===== src/rtl/pll_rst_seq_pkg.sv =====
// Shared types and widths for the PLL reset sequencer.
// Latency: n/a (declarations only).
// Backpressure: n/a.
//
// Contents: FSM state enum (3-bit encoding is also the debug state_o value),
// retry counter width and lock-loss counter width.
package pll_rst_seq_pkg;

   typedef enum logic [2:0] {
      ST_RESET_PLL = 3'd0,
      ST_WAIT_LOCK = 3'd1,
      ST_STABLE    = 3'd2,
      ST_RELEASE   = 3'd3,
      ST_RUN       = 3'd4,
      ST_FAIL      = 3'd5
   } state_t;

   localparam int RETRY_W = 8;
   localparam int LOSS_W  = 16;

endpackage


===== src/rtl/sync_2ff.sv =====
// Single-bit two-flop synchroniser for an asynchronous level input.
// Latency: 2 clk cycles from d to q.
// Backpressure: none; level signal, sampled every cycle.
//
// Ports: clk, rst_n (async active-low), d (async input), q (synchronised).
// RST_VAL sets the value both flops take while rst_n is low.
module sync_2ff #(
   parameter logic RST_VAL = 1'b0
) (
   input  logic clk,
   input  logic rst_n,
   input  logic d,
   output logic q
);

   logic meta;

   always_ff @(posedge clk or negedge rst_n) begin
      if (!rst_n) begin
         meta <= RST_VAL;
         q    <= RST_VAL;
      end else begin
         meta <= d;
         q    <= meta;
      end
   end

endmodule


===== src/rtl/pll_rst_seq.sv =====
// PLL supervisor: resets the PLL, qualifies its lock, then releases NUM_CH domain resets staggered.
// Latency: lock seen 2 cycles late (synchroniser); all outputs registered, change one edge after cause.
// Backpressure: none; restart is a single-cycle pulse honoured in any state with top priority.
//
// Ports: sys_clk, sys_rst_n (async active-low), restart, pll_lock (async raw lock)
//        -> pll_rst, ch_rst_n[NUM_CH-1:0], all_ready, fail, retry_cnt[7:0], state_o[2:0].
// Build option PLL_RST_SEQ_LOSS_CNT_EN adds loss_cnt[15:0] and loss_flag, which count and
// flag lock losses seen in RELEASE or RUN.
module pll_rst_seq
   import pll_rst_seq_pkg::*;
#(
   parameter int NUM_CH             = 4,
   parameter int PLL_RST_CYCLES     = 64,
   parameter int LOCK_STABLE_CYCLES = 1024,
   parameter int LOCK_TIMEOUT       = 65536,
   parameter int CH_GAP             = 16,
   parameter int MAX_RETRY          = 7
) (
   input  logic               sys_clk,
   input  logic               sys_rst_n,
   input  logic               restart,
   input  logic               pll_lock,
   output logic               pll_rst,
   output logic [NUM_CH-1:0]  ch_rst_n,
   output logic               all_ready,
   output logic               fail,
   output logic [RETRY_W-1:0] retry_cnt,
   output logic [2:0]         state_o
`ifdef PLL_RST_SEQ_LOSS_CNT_EN
   ,
   output logic [LOSS_W-1:0]  loss_cnt,
   output logic               loss_flag
`endif
);

   // One shared phase counter: it clears on every state change, so its
   // width only has to cover the longest phase.
   localparam int REL_LAST = (NUM_CH - 1) * CH_GAP;
   localparam int M1       = (PLL_RST_CYCLES > LOCK_TIMEOUT) ? PLL_RST_CYCLES : LOCK_TIMEOUT;
   localparam int M2       = (LOCK_STABLE_CYCLES > REL_LAST) ? LOCK_STABLE_CYCLES : REL_LAST;
   localparam int CNT_MAX  = (M1 > M2) ? M1 : M2;
   localparam int CNT_W    = $clog2(CNT_MAX + 1);

   localparam logic [CNT_W-1:0] RST_END    = CNT_W'(PLL_RST_CYCLES - 1);
   localparam logic [CNT_W-1:0] TO_END     = CNT_W'(LOCK_TIMEOUT - 1);
   localparam logic [CNT_W-1:0] STABLE_END = CNT_W'(LOCK_STABLE_CYCLES - 1);

   state_t             state, state_nxt;
   logic [CNT_W-1:0]   cnt, cnt_nxt;
   logic [CNT_W:0]     cnt_p1;
   logic [RETRY_W-1:0] retry_nxt;
   logic [NUM_CH-1:0]  rel_mask;
   logic [NUM_CH-1:0]  ch_nxt;
   logic               lock_s;
`ifdef PLL_RST_SEQ_LOSS_CNT_EN
   logic               loss_evt;
`endif

   sync_2ff #(.RST_VAL(1'b0)) u_lock_sync (
      .clk   (sys_clk),
      .rst_n (sys_rst_n),
      .d     (pll_lock),
      .q     (lock_s)
   );

   always_comb begin
      state_nxt = state;
      retry_nxt = retry_cnt;
      cnt_nxt   = cnt;
      ch_nxt    = '0;
`ifdef PLL_RST_SEQ_LOSS_CNT_EN
      loss_evt  = 1'b0;
`endif

      // Release pattern for the cycle after this one: bit k is due once
      // k*CH_GAP cycles of RELEASE have elapsed. Bit 0 is due at entry.
      cnt_p1      = {1'b0, cnt} + (CNT_W+1)'(1);
      rel_mask    = '0;
      rel_mask[0] = 1'b1;
      for (int k = 1; k < NUM_CH; k++) begin
         rel_mask[k] = (cnt_p1 >= (CNT_W+1)'(k * CH_GAP));
      end

      if (restart) begin
         state_nxt = ST_RESET_PLL;
         retry_nxt = '0;
      end else begin
         case (state)
            ST_RESET_PLL: begin
               if (cnt == RST_END) state_nxt = ST_WAIT_LOCK;
            end
            ST_WAIT_LOCK: begin
               if (lock_s) begin
                  state_nxt = ST_STABLE;
               end else if (cnt == TO_END) begin
                  retry_nxt = (retry_cnt == '1) ? retry_cnt : retry_cnt + RETRY_W'(1);
                  state_nxt = (retry_nxt > RETRY_W'(MAX_RETRY)) ? ST_FAIL : ST_RESET_PLL;
               end
            end
            ST_STABLE: begin
               // A dropout only restarts the lock wait; it is not a retry.
               if (!lock_s) begin
                  state_nxt = ST_WAIT_LOCK;
               end else if (cnt == STABLE_END) begin
                  state_nxt = ST_RELEASE;
                  retry_nxt = '0;
               end
            end
            ST_RELEASE, ST_RUN: begin
               if (!lock_s) begin
                  state_nxt = ST_RESET_PLL;
`ifdef PLL_RST_SEQ_LOSS_CNT_EN
                  loss_evt  = 1'b1;
`endif
               end else if (state == ST_RELEASE && rel_mask[NUM_CH-1]) begin
                  state_nxt = ST_RUN;
               end
            end
            ST_FAIL: ;
            default: state_nxt = ST_RESET_PLL;
         endcase
      end

      // Restart also re-times the phase even when already in RESET_PLL.
      if (restart || (state_nxt != state)) begin
         cnt_nxt = '0;
      end else if (cnt != '1) begin
         cnt_nxt = cnt + CNT_W'(1);
      end

      case (state_nxt)
         ST_RELEASE: ch_nxt = (state == ST_RELEASE) ? rel_mask : NUM_CH'(1);
         ST_RUN:     ch_nxt = '1;
         default:    ch_nxt = '0;
      endcase
   end

   always_ff @(posedge sys_clk or negedge sys_rst_n) begin
      if (!sys_rst_n) begin
         state     <= ST_RESET_PLL;
         cnt       <= '0;
         retry_cnt <= '0;
         ch_rst_n  <= '0;
         pll_rst   <= 1'b1;
         all_ready <= 1'b0;
         fail      <= 1'b0;
      end else begin
         state     <= state_nxt;
         cnt       <= cnt_nxt;
         retry_cnt <= retry_nxt;
         ch_rst_n  <= ch_nxt;
         pll_rst   <= (state_nxt == ST_RESET_PLL) || (state_nxt == ST_FAIL);
         all_ready <= (state_nxt == ST_RUN);
         fail      <= (state_nxt == ST_FAIL);
      end
   end

   assign state_o = state;

`ifdef PLL_RST_SEQ_LOSS_CNT_EN
   always_ff @(posedge sys_clk or negedge sys_rst_n) begin
      if (!sys_rst_n) begin
         loss_cnt  <= '0;
         loss_flag <= 1'b0;
      end else begin
         loss_flag <= loss_evt;
         if (restart) begin
            loss_cnt <= '0;
         end else if (loss_evt && (loss_cnt != '1)) begin
            loss_cnt <= loss_cnt + LOSS_W'(1);
         end
      end
   end
`endif

endmodule


===== config.mk =====
export PLATFORM = sky130hd
export DESIGN_NAME = pll_rst_seq
export DESIGN_NICKNAME = d
export VERILOG_FILES = /design/src/rtl/pll_rst_seq_pkg.sv /design/src/rtl/sync_2ff.sv /design/src/rtl/pll_rst_seq.sv
export SDC_FILE = /design/constraint.sdc
export NUM_CORES = 1
export LEC_CHECK = 0
export ABC_AREA = 0
export ABC_CLOCK_PERIOD_IN_PS = 7700
export BUFFER_PORTS_ARGS = -buffer_cell sky130_fd_sc_hd__buf_2
export CORE_MARGIN = 2
export CORE_UTILIZATION = 65
export CTS_BUF_LIST = sky130_fd_sc_hd__clkbuf_2 sky130_fd_sc_hd__clkbuf_4 sky130_fd_sc_hd__clkbuf_8
export CTS_CLUSTER_DIAMETER = 150
export DETAILED_ROUTE_END_ITERATION = 10
export PLACE_DENSITY = 0.86
export SLEW_MARGIN = 5
export SYNTH_ARGS = -nofsm -noshare
export SYNTH_HDL_FRONTEND = slang
export SYNTH_SLANG_ARGS = --single-unit

===== constraint.sdc =====
create_clock -name sys_clk -period 7.7 [get_ports sys_clk]
set_input_delay 0 -clock sys_clk [delete_from_list [all_inputs] [get_ports sys_clk]]
set_output_delay 0 -clock sys_clk [all_outputs]
set_load 0.02 [all_outputs]

# ---- Word level (Yosys, flattened, before mapping)
# Index checks and enable logic that the tools add are counted.
dict set report word_totals {
  register_bits 37
  latch_bits 0
  mem_bits_rw 0
  rom_bits 0
  out_inout_bits 18
  elab_cells 64
  mem_count 0
}
dict set report classes {
  add_sub_neg 3
  n_mul 0
  div 0
  order_cmp 4
  eq_ne 18
  shifts 0
  muxes 21
  n_bitwise 0
  reduce_logical 9
}
# cell n
set ops {}
lappend ops {{2-to-1 mux 8 bit} 6}
lappend ops {{greater-or-equal comparator 18 x 6 -> 1 bit, second input constant} 2}
lappend ops {{2-to-1 mux 17 bit} 2}
lappend ops {{2-to-1 mux 3 bit} 9}
lappend ops {{adder 17 x 1 -> 18 bit, second input constant} 1}
lappend ops {{greater-or-equal comparator 18 x 5 -> 1 bit, second input constant} 1}
lappend ops {{adder 17 x 1 -> 17 bit, second input constant} 1}
lappend ops {{equality test 17 x 10 -> 1 bit, second input constant} 1}
lappend ops {{equality test 17 x 16 -> 1 bit, second input constant} 1}
lappend ops {{equality test 17 x 6 -> 1 bit, second input constant} 1}
lappend ops {{inequality test 17 bit, second input constant} 1}
lappend ops {{case mux 8 bit (2 select lines)} 1}
lappend ops {{case mux 3 bit (5 select lines)} 1}
lappend ops {{equality test 3 bit, second input constant} 4}
lappend ops {{equality test 3 x 2 -> 1 bit, second input constant} 3}
lappend ops {{inequality test 3 bit, second input constant} 3}
lappend ops {{adder 8 x 1 -> 8 bit, second input constant} 1}
lappend ops {{equality test 8 bit, second input constant} 1}
lappend ops {{> comparator 8 x 3 -> 1 bit, second input constant} 1}
lappend ops {{case mux 4 bit (2 select lines)} 1}
lappend ops {{logical NOT 3 bit} 2}
lappend ops {{AND reduction 5 bit} 1}
lappend ops {{2-to-1 mux 4 bit} 1}
lappend ops {{equality test 3 x 1 -> 1 bit, second input constant} 1}
lappend ops {{7 further kinds} 8}

# ---- Logic depth before layout (Yosys ltp)
dict set report logic_depth {
  ltp_word 11
  depth_mapped 15
  mapped_depth_nobuf 12
}

# ---- Cells and area by module
# From an unflattened synthesis, not the netlist that was laid out.
dict set report hier_totals {
  hier_cells 267
  area_unflattened_um2 2398.6
}
# mod instances cells_per_inst area_each_um2 seq_area_each_um2
set by_module_without_submodules {}
lappend by_module_without_submodules {pll_rst_seq 1 265 2348.5 877.1}
lappend by_module_without_submodules {sync_2ff 1 2 50.0 50.0}

# ---- Worst setup path before layout
# No wires, ideal clock.
dict set report synth_timing {
  path_kind {register to register}
  startpoint {register cnt[0]}
  endpoint {register cnt[7]}
  arrival_time_ns 2.824
  slack_ns 4.797
  path_stages_with_launch 16
  path_buffers 3
  synth_period_minus_slack_ns 2.903
  cell_sequence {dfrtp_1 > ha_1 > and4_1 > clkbuf_1 > nand2_1 > nor3_1 > ha_1 > nand4_1 > nor3_1 > a31oi_1 > a211oi_4 > nand3b_4 > and3_4 > buf_6 > buf_12 > nor3_4}
}
dict set report synth_via {
  elab_chain_cells 10
  elab_cells_between_ends 22
  classes_between {add/sub: 2; order compare: 1; eq/ne: 5; mux: 11; reduce/logical: 3}
}
# item line
set synth_lines {}
lappend synth_lines {{from (decl)} pll_rst_seq.sv:49} ;# logic [CNT_W-1:0] cnt, cnt_nxt;
lappend synth_lines {{from (signal assigned)} pll_rst_seq.sv:149} ;# cnt <= cnt_nxt;
lappend synth_lines {{adder 17 x 1 -> 18 bit} pll_rst_seq.sv:77} ;# cnt_p1 = {1'b0, cnt} + (CNT_W+1)'(1);
lappend synth_lines {{greater-or-equal comparator 18 x 6 -> 1 bit} pll_rst_seq.sv:81} ;# rel_mask[k] = (cnt_p1 >= (CNT_W+1)'(k * CH_GAP));
lappend synth_lines {{logical AND 1 bit} pll_rst_seq.sv:115} ;# end else if (state == ST_RELEASE && rel_mask[NUM_CH-1]) begin
lappend synth_lines {{2-to-1 mux 3 bit} pll_rst_seq.sv:115}
lappend synth_lines {{2-to-1 mux 3 bit} pll_rst_seq.sv:110} ;# if (!lock_s) begin
lappend synth_lines {{case mux 3 bit (5 select lines)} pll_rst_seq.sv:88} ;# case (state)
lappend synth_lines {{2-to-1 mux 3 bit} pll_rst_seq.sv:84} ;# if (restart) begin
lappend synth_lines {{inequality test 3 bit} pll_rst_seq.sv:125} ;# if (restart || (state_nxt != state)) begin
lappend synth_lines {{logical OR 1 bit} pll_rst_seq.sv:125}
lappend synth_lines {{2-to-1 mux 17 bit / nonzero test 2 bit (equally long branches)} n/a}
# Several ways; a longest one is shown, not always the timed one. The select of a mux whose other input is x is not followed.
# A chain may end at the register's enable or synchronous reset.

# ---- Worst setup path in the final report
dict set report layout_timing {
  startpoint {register cnt[0]}
  endpoint {register cnt[16]}
}
# Same word-level chain as after synthesis.

==> results.rst <==
.. list-table::
   :header-rows: 1

   * - Metric
     - Value
   * - Cells traversed along the worst timing path
     - ha_1 > and4_1 > nand2_1 > nor3_1 > ha_1 > and3b_1 > a21boi_0 > nor2_1 > o2111ai_2 > nor3_1
   * - Crit path required time
     - 7.90 ns
   * - Net count after synthesis
     - about 270
   * - Most instantiated cells after synthesis
     - dfrtp_1 (36), nor2_1 (21), a21oi_1 (20)
   * - Number of search-and-repair iterations in the first detailed-routing pass
     - 4
   * - Critical path buffers and inverters
     - 0
   * - Core area
     - roughly 3600 sq um
   * - Yosys top cell by area
     - dfrtp_1
   * - Root cell of the clock tree
     - clkbuf_8
   * - Count of distinct cell types in the synthesized netlist
     - 66
   * - Post_cts resized
     - 0
   * - CP top delay family
     - simple AND/OR/NAND/NOR gates
   * - Post-detail-place hpwl
     - 3.36 mm
   * - Via Count
     - 1984
   * - Final setup violation count
     - 0
   * - Setup bufs post-CTS
     - 0
   * - Register clock-pin slew on the reported worst setup and hold paths
     - ~0.08 ns
   * - Yosys synthesis warning count
     - 0
   * - Worst r2r dst
     - cnt[16]$_DFFE_PN0P_
   * - Number of buffers created by CTS
     - 5
   * - Post-route non-filler standard cell count
     - 323
   * - Max stage delay on crit path
     - ~0.59 ns
   * - Min cycle time layout
     - between 3 and 4 ns
   * - Initial drt markers
     - ~220
   * - Reg2reg setup slack
     - 4.47 ns
   * - Total of buffers placed on input and output ports
     - 21
   * - CP Capture Type
     - flop
   * - Detailed Route WL
     - between 4 and 5 mm
   * - Most repeated cell in the gate-level netlist after synthesis
     - dfrtp_1
   * - Post-placement setup slack
     - between 4 and 5 ns
   * - DIE WIDTH
     - between 60 and 70 um
   * - Number of flops mapped to enable cells by yosys
     - 0
   * - Cell Rows
     - 22
   * - Ratio of cells with drive above 1 in the final layout
     - 0.211
   * - Avg Synthesized Cell Area
     - 9.27 sq um
   * - Global-route wire length before repair
     - 8.51 mm
   * - Initial standard-cell utilization of the core
     - 0.666
   * - Max-Slew Margin vs Limit
     - 0.280
   * - Share of async-settable or async-resettable flops after synthesis
     - 1.00
   * - GRT overflow
     - 0
   * - Clock latency of the later-clocked register in the worst-skew pair
     - around 0.30 ns
   * - Area Growth Syn to Fin
     - 9.07%
   * - Number of standard cells after synthesis
     - ~260
   * - Class of the tightest hold or removal check
     - in -> reg
   * - Startpoint kind of the worst setup timing path
     - flop
   * - WL/cell
     - approximately 15 um
   * - Total of hold buffers inserted after clock tree synthesis
     - 2
   * - Peak VDD IR
     - between 0.1 and 0.15 mV
   * - Total power divided by cell area
     - between 150 and 200 nW/um^2
   * - Leakage power total
     - around 1.2 nW
   * - Depth of the CTS H-tree
     - 2
   * - Worst hold path depth
     - 3
   * - Fraction of the core area covered by cells at the end of the flow
     - 0.726
   * - Overall routing resource usage
     - 0.259
   * - Mapped Area
     - ~2400 sq um
   * - Setup repair after global routing missed its margin
     - false
   * - Crit path setup slack, layout
     - about 4.5 ns
   * - Terminating pin of the worst hold path
     - state_o[1]$_DFF_PN0_
   * - Count of placed standard cells including taps
     - between 300 and 400
   * - TNS Setup
     - 0 ns
   * - Maximum fanout along the worst path
     - 17
   * - Io pins
     - 22
   * - Share of the synthesized area in the top cell type
     - 0.375
   * - Die footprint
     - 4190 sq um
   * - Maximum number of pins on one net before global-route repair
     - 38
   * - Max-slew violation count
     - 0
   * - Clk_skew
     - about 0.010 ns
   * - Hold path startpoint
     - restart
   * - GP Congestion
     - 0.880
   * - Ratio of final minimum period to clock period
     - 0.419
   * - Share of synthesized area occupied by flip-flops and latches
     - 0.386
   * - Count of antenna-violating nets left after detailed routing
     - 0
   * - Die Y
     - 64.8 um
   * - Type of the worst setup path
     - reg -> reg
   * - Maximum clock path buffer count
     - 2
   * - Worst reg2reg startpoint
     - cnt[0]$_DFFE_PN0P_
   * - Critical path arrival
     - around 3.4 ns
   * - Via count of the first global-routing pass
     - 1899
   * - Total inserted antenna cells
     - 0
   * - Top cells by area, synth
     - dfrtp_1 (38%), xnor2_1 (4.4%), a21oi_1 (4.2%)
   * - TritonCTS clock tree
     - done
   * - Count of state elements after synthesis
     - 37
   * - Reported max-cap violation count
     - 0
   * - Highest clock frequency the design can meet
     - 0.310 GHz
   * - Cell with the largest stage delay on the worst path
     - o2111ai_2
   * - Run status
     - completed
   * - Number of antenna violations at the first check in global routing
     - 0
   * - Depth of the most critical reg-to-reg path
     - 10
   * - Detailed-route DRC error count
     - 0
   * - Worst-margin pin slew
     - 1.08 ns
   * - Number of clock sinks
     - 37
   * - Final Hold Vio Count
     - 0
   * - Ys flop type
     - dfrtp_1
   * - Ratio of routed vias to standard cells
     - around 6.1
   * - Count of nets after finishing
     - 283
[how the worst max path moves through the flow]
| stage | from | to | slack, ns | depth (start not counted) |
|---|---|---|---|---|
| after global placement | cnt[0]$_DFFE_PN0P_ | cnt[6]$_DFFE_PN0P_ | 4.67 | 10 |
| after global routing | cnt[0]$_DFFE_PN0P_ | cnt[16]$_DFFE_PN0P_ | 4.09 | 10 |
| after floorplan | cnt[0]$_DFFE_PN0P_ | cnt[7]$_DFFE_PN0P_ | 4.80 | 15 |
| after CTS | cnt[0]$_DFFE_PN0P_ | cnt[16]$_DFFE_PN0P_ | 4.45 | 10 |
| final | cnt[0]$_DFFE_PN0P_ | cnt[16]$_DFFE_PN0P_ | 4.47 | 10 |
| after detailed placement | cnt[0]$_DFFE_PN0P_ | cnt[16]$_DFFE_PN0P_ | 4.50 | 10 |
[metal layers]
layer,vias up,share of wire,GRT usage
met1,952,0.45,0.337
met4,0,0.013,0.0851
met3,8,0.040,0.0590
li1,974,-,-
met5,-,0,0
met2,50,0.50,0.425
[cells in the final DEF, fill, tap and decap left out, types with 5 or more instances in the layout]
cell type  instances
nor3_1            16
nor3_2            10
clkbuf_8           6
nor2_1            21
a21oi_1           20
buf_2             21
nand2_1           16
ha_1               5
dfrtp_1           36
inv_1              7
and3_1             6
nand3_1           15
o21ai_0            9
xor2_1             6
xnor2_1           12
[cell families after synthesis]
logic type               after synthesis  synth area share
AO/OA/AOI/OAI                         55             0.156
buffers and inverters                 22            0.0474
flip-flops                            37             0.386
AND/OR/NAND/NOR                      118             0.302
multiplexers                           4            0.0167
XOR/XNOR                              18            0.0657
adder cells (fa/ha/maj)                5            0.0261
[power by group]
| group | switching, mW | leakage [nW] | internal [mW] | total (mW) |
|---|---|---|---|---|
| registers | 0.00547 | 0.504 | 0.198 | 0.204 |
| clock network | 0.0690 | 0.0574 | 0.105 | 0.174 |
| logic | 0.0170 | 0.619 | 0.00813 | 0.0252 |
| total | 0.0915 | 1.18 | 0.312 | 0.403 |
[per-stage QoR]
| step | hold slack, ns | area, sq um | power [mW] |
|---|---|---|---|
| after CTS | 0.0651 | 2620 | 0.406 |
| after detailed placement | 0.113 | 2480 | 0.231 |
| final | 0.0823 | 2620 | 0.403 |
| after global placement | 0.116 | 2480 | 0.230 |
| after floorplan | -0.296 | 2400 | 0.221 |
| after global routing | 0.0949 | 2620 | 0.417 |
[sequential cells by signal (all words and copies together), names as in the netlist]
signal,cells
all_ready,1
ch_rst_n,4
cnt,17
fail,1
pll_rst,1
retry_cnt,8
state_o,3
u_lock_sync.meta,1
u_lock_sync.q,1
[tightest hold or removal path, stage by stage]
cell and delay [ns]:
buf_2 0.15, or2_2 0.14, nor2_1 0.04
[layout make-up]
class | count | area (sq um)
multi-input cells | 200 | 1360
fillers | 275 | 988
flip-flops and latches | 37 | 927
repair buffers | 23 | 125
clock buffers | 6 | 82.6
well taps | 48 | 60.1
clock inverters | 2 | 37.5
inverters | 7 | 26.3
Power figures use the tool's default switching activity.
